## src/rtl/instr_fetch.sv

```systemverilog
// Instruction fetch stage: takes a PC, issues one instruction-memory read and
// presents the returned word (or a misalignment error) to decode.
module instr_fetch #(
  parameter logic [31:0] NOP_INST = 32'h00000000
) (
  input  logic        CLK,
  input  logic        Reset,
  input  logic [31:0] PC_IN,
  input  logic        PC_VALID,
  output logic        PC_READY,
  output logic        MEM_REQ,
  output logic [31:0] MEM_ADDR,
  input  logic        MEM_GNT,
  input  logic        MEM_RVALID,
  input  logic [31:0] MEM_RDATA,
  output logic [31:0] INST_OUT,
  output logic [31:0] INST_PC,
  output logic        INST_VALID,
  output logic        INST_ERR,
  input  logic        INST_READY,
  input  logic        FLUSH
);

  typedef enum logic [2:0] {
    S_IDLE,
    S_REQ,
    S_WAIT,
    S_HOLD,
    S_DRAIN
  } state_t;

  state_t      state_q, state_d;
  logic [31:0] addr_d;
  logic        mem_req_d;
  logic [31:0] inst_out_d;
  logic [31:0] inst_pc_d;
  logic        inst_valid_d;
  logic        inst_err_d;
  logic        accept;
  logic        launch;

  // Reset is folded in so upstream never sees a ready while the block is held in reset.
  assign PC_READY = !Reset && !FLUSH &&
                    ((state_q == S_IDLE) || ((state_q == S_HOLD) && INST_READY));
  assign accept   = PC_VALID && PC_READY;

  // NOTE: every variable written here gets its default first, so no path can infer a latch.
  always_comb begin
    state_d      = state_q;
    addr_d       = MEM_ADDR;
    mem_req_d    = MEM_REQ;
    inst_out_d   = INST_OUT;
    inst_pc_d    = INST_PC;
    inst_valid_d = INST_VALID;
    inst_err_d   = INST_ERR;
    launch       = 1'b0;

    if (FLUSH) begin
      mem_req_d = 1'b0;
      unique case (state_q)
        S_REQ:   state_d = MEM_GNT ? S_DRAIN : S_IDLE;
        S_WAIT:  state_d = MEM_RVALID ? S_IDLE : S_DRAIN;
        S_HOLD: begin
          state_d      = S_IDLE;
          inst_valid_d = 1'b0;
          inst_err_d   = 1'b0;
          inst_out_d   = NOP_INST;
        end
        S_DRAIN: state_d = S_DRAIN;
        default: state_d = S_IDLE;
      endcase
    end else begin
      unique case (state_q)
        S_IDLE: launch = accept;
        S_REQ: begin
          if (MEM_GNT) begin
            state_d   = S_WAIT;
            mem_req_d = 1'b0;
          end
        end
        S_WAIT: begin
          if (MEM_RVALID) begin
            state_d      = S_HOLD;
            inst_out_d   = MEM_RDATA;
            inst_pc_d    = MEM_ADDR;
            inst_err_d   = 1'b0;
            inst_valid_d = 1'b1;
          end
        end
        S_HOLD: begin
          if (INST_READY) begin
            if (accept) begin
              launch = 1'b1;
            end else begin
              state_d      = S_IDLE;
              inst_valid_d = 1'b0;
              inst_err_d   = 1'b0;
              inst_out_d   = NOP_INST;
            end
          end
        end
        S_DRAIN: begin
          if (MEM_RVALID) state_d = S_IDLE;
        end
        default: state_d = S_IDLE;
      endcase
    end

    // A misaligned PC never reaches memory; it is reported straight to decode.
    if (launch) begin
      addr_d = PC_IN;
      if (PC_IN[1:0] == 2'b00) begin
        state_d      = S_REQ;
        mem_req_d    = 1'b1;
        inst_valid_d = 1'b0;
        inst_err_d   = 1'b0;
        inst_out_d   = NOP_INST;
      end else begin
        state_d      = S_HOLD;
        mem_req_d    = 1'b0;
        inst_out_d   = NOP_INST;
        inst_pc_d    = PC_IN;
        inst_err_d   = 1'b1;
        inst_valid_d = 1'b1;
      end
    end
  end

  // NOTE: state registers use non-blocking assignments so all flops update together at the edge.
  always_ff @(posedge CLK or posedge Reset) begin
    if (Reset) begin
      state_q    <= S_IDLE;
      MEM_REQ    <= 1'b0;
      MEM_ADDR   <= 32'h0;
      INST_OUT   <= NOP_INST;
      INST_PC    <= 32'h0;
      INST_VALID <= 1'b0;
      INST_ERR   <= 1'b0;
    end else begin
      state_q    <= state_d;
      MEM_REQ    <= mem_req_d;
      MEM_ADDR   <= addr_d;
      INST_OUT   <= inst_out_d;
      INST_PC    <= inst_pc_d;
      INST_VALID <= inst_valid_d;
      INST_ERR   <= inst_err_d;
    end
  end

endmodule

```

## config.mk

```make
export PLATFORM = sky130hd
export DESIGN_NAME = instr_fetch
export DESIGN_NICKNAME = d
export VERILOG_FILES = /design/src/rtl/instr_fetch.sv
export SDC_FILE = /design/constraint.sdc
export NUM_CORES = 1
export LEC_CHECK = 0
export ABC_AREA = 1
export BUFFER_PORTS_ARGS = -buffer_cell sky130_fd_sc_hd__buf_2
export CORE_ASPECT_RATIO = 0.6
export CORE_MARGIN = 3
export CORE_UTILIZATION = 54
export CTS_CLUSTER_SIZE = 25
export DETAILED_ROUTE_END_ITERATION = 10
export PLACE_DENSITY = 0.84
export SETUP_SLACK_MARGIN = 0.1
export SLEW_MARGIN = 20
export SYNTH_ARGS = -nofsm -noshare
export SYNTH_HDL_FRONTEND = slang
export SYNTH_SLANG_ARGS = --single-unit
```

## constraint.sdc

```tcl
create_clock -name CLK -period 7.5 [get_ports CLK]
set_input_delay 0.75 -clock CLK [delete_from_list [all_inputs] [get_ports CLK]]
set_output_delay 0.75 -clock CLK [all_outputs]
set_load 0.03 [all_outputs]
```

==> results.ini <==
[grt]
globalRouteMet3Util = 0.05781
grtUsageTotal = 0.2556
global_route_layer_with_the_greatest_usage = met2
grt_first_pass_wirelength_um = 21370
antenna_found_initial = 0
grt.met2_usage = 0.4075
grt_use_met1 = 0.3563
grt_pass1_vias = 4477
largest_net_degree_at_the_start_of_global_routing = 93
grt_remaining_overflow = 0

[sta]
final_report_setup_violation_count = 0
finalClockSkew_ps = 5.775
final_period_minus_worst_setup_slack_ps = 3568
slew_viol_final = 0
setup_total_negative_slack_ps = 0
timing.slew.headroom = 0.3565
final-hold-violation-count = 0
finalHoldWorstSlack_ps = 465.4
period_share = 0.4757
unrepaired_setup_endpoints_after_global_routing = no
worst_pin_slew_ps = 962.4
max_freq_ghz = 0.2803

[clock_tree]
tritoncts.num_buffers = 9
tritoncts_clock_tree = built
clk_pin_slew_worst_paths_ps = 60
cts.root.buffer_cell = sky130_fd_sc_hd__clkbuf_16
tritoncts_num_sinks = 102
postCtsHoldBufs = 0
cts.htree.levels = 3
cts.repair_timing.setup_buffer_count = 0
clock_latency_ps = 340
post_cts_repair_resize_count = 0
clk_path_buf_depth = 2

[detailed_routing]
vias = 4752
firstDrtPassIters = 5
dr.first_iter.drc_count = 385
drt_drc_violations_left = 0
vias_per_cell = 5.034
antenna_violating_nets_post_route = 0
wirelength_um = 13000
wl_per_cell_um = 13.77

[logic_synthesis]
cell_area_after_technology_mapping_mm2 = 0.005016
synth_cells = 685
syn_nets = 756
yosys.cell_types.count = 22
synthesis.area_per_instance_um2 = 7.323
synth.yosys.seq_area_share = 0.5089
yosysWarnings = 0
synth-seq-cells = 102

[worst_hold_path]
holdPathEnd = INST_OUT[21]$_DFFE_PP0P_
holdCritStartpoint = INST_OUT[21]$_DFFE_PP0P_
worst_hold_path.num_cells = 2
worst_hold_path_type = flop to flop

[setup_path]
cp_data_arrival_time_ps = 3840
cp-end-kind = flop
crit_type = primary input to flop
r2r_endpoint = INST_OUT[4]$_DFFE_PP0P_
startpoint_type = primary input
r2r_start = state_q[2]$_DFFE_PP0P_
rrSetupSlack_ps = 4280
timing.critical_path.required_ps = 7770
reg2reg_depth = 8
worstPathMaxFanout = 92

[final_layout]
final_layout_size_suffix_gt1_frac = 0.2344
fill_cells = 712
area_growth_syn_to_layout_pct = 22.67
register_area_mm2 = 0.002552
multi_input_area_mm2 = 0.001923
layout.nets = 899
n_antenna_cell = 0

[placement]
gpl.final_weighted_congestion = 0.8864
dpl.hpwl_um = 9047
buffer_ports.inserted = 170

[power_and_ir_drop]
power_leakage_nw = 3.839
clockPowerShare = 0.173
intPower_mw = 1.461
combinationalPowerShare = 0.479
ir_worst_vdd_mv = 0.2920
switching_share = 0.4784
power_density_mw_per_mm2 = 455.1
p_seq_frac = 0.347
power.net_switching_mw = 1.340

[floorplan]
die_w_um = 130.4
io_pins = 171
core_mm2 = 0.008783
floorplan.initialDensity = 0.5711
die_area_mm2 = 0.01052
die_height_um = 80.66
std_cell_rows = 26

[flow_run]
drv.max_cap_violation_count = 0

[status]
run_status = complete, no violations

## worst max-delay path, stage by stage
cell	delay (ps)
sky130_fd_sc_hd__buf_2	480
sky130_fd_sc_hd__nor2_1	190
sky130_fd_sc_hd__nand3_4	730
sky130_fd_sc_hd__nand3_2	820
sky130_fd_sc_hd__nand2_4	600
sky130_fd_sc_hd__nand2_1	120
sky130_fd_sc_hd__nand2_1	90
## cells in the final DEF (no fill, tap or decap), drive strengths merged, types with 2 or more instances in the layout
| master | count |
|---|---|
| bufinv | 2 |
| clkinv | 2 |
| clkbuf | 11 |
| inv | 96 |
| nand2 | 261 |
| nand4 | 2 |
| buf | 172 |
| nand3 | 54 |
| nor2 | 38 |
| dfrtp | 102 |
| o21ai | 87 |
## cells in the mapped netlist (all sizes together)
library cell	count	area share
o22ai	1	0.0012
o21ai	87	0.087
buf	24	0.026
nor2	38	0.029
a21oi	1	0.0010
dfrtp	102	0.51
nand3	54	0.059
inv	96	0.072
clkinv	1	0.00075
clkbuf	16	0.012
o31ai	1	0.0015
nand2	261	0.20
nand4	2	0.0025
a21boi	1	0.0022
## state kept, by name (all words and copies together), names as in the netlist
| signal | flops |
|---|---|
| MEM_ADDR | 32 |
| INST_ERR | 1 |
| INST_VALID | 1 |
| MEM_REQ | 1 |
| INST_PC | 32 |
| state_q | 3 |
| INST_OUT | 32 |
## layer usage
metal	part of all wire	vias up
met5	0	-
met4	0.012	0
met3	0.082	15
met2	0.45	188
met1	0.45	2175
li1	-	2374
## power by group through the flow
stage               combinational, mW  sequential, mW  clock [mW]
finish                           1.34           0.973       0.485
CTS                              1.35           0.969       0.492
detailed placement               1.35           0.972           0
global placement                 1.30           0.964           0
global route                     1.48            1.00       0.511
floorplan                       0.494            1.43           0
## kinds of logic (layout without fill, tap and decap cells)
logic type / after synthesis / in the layout / synth area share
compound gates: 91 / 91 / 0.09279
buf+inv: 137 / 284 / 0.1108
simple gates: 355 / 355 / 0.2876
flops: 102 / 102 / 0.5089
## worst max path at each step
stage	from	end	slack [ps]	depth (start not counted)
6_report	FLUSH	INST_OUT[4]$_DFFE_PP0P_	3930	7
3_3_place_gp	FLUSH	INST_ERR$_DFFE_PP0P_	3770	7
3_5_place_dp	FLUSH	INST_OUT[4]$_DFFE_PP0P_	3650	7
2_1_floorplan	Reset	INST_ERR$_DFFE_PP0P_	4070	1
5_1_grt	FLUSH	INST_OUT[24]$_DFFE_PP0P_	3590	7
4_1_cts	FLUSH	INST_OUT[4]$_DFFE_PP0P_	3990	7
## stage by stage
stage	cell area, um2	instances	worst slack, ps	power, mW	util
after global placement	5841	929	3774	2.265	0.6650
final	6153	944	3932	2.801	0.7006
after CTS	6146	944	3993	2.811	0.6997
after detailed placement	5841	929	3650	2.320	0.6650
after global routing	6153	944	3585	2.998	0.7006
after floorplan	5016	685	4075	1.920	-
## final cells by class
cell class              instances  area share
clock inverters                 4     0.01179
repair buffers                172      0.1407
clock buffers                  11     0.03782
well taps                     112     0.02277
inverters                      97     0.05958
flip-flops and latches        102      0.4148
multi-input cells             446      0.3125
(Power assumes the default switching activity.)
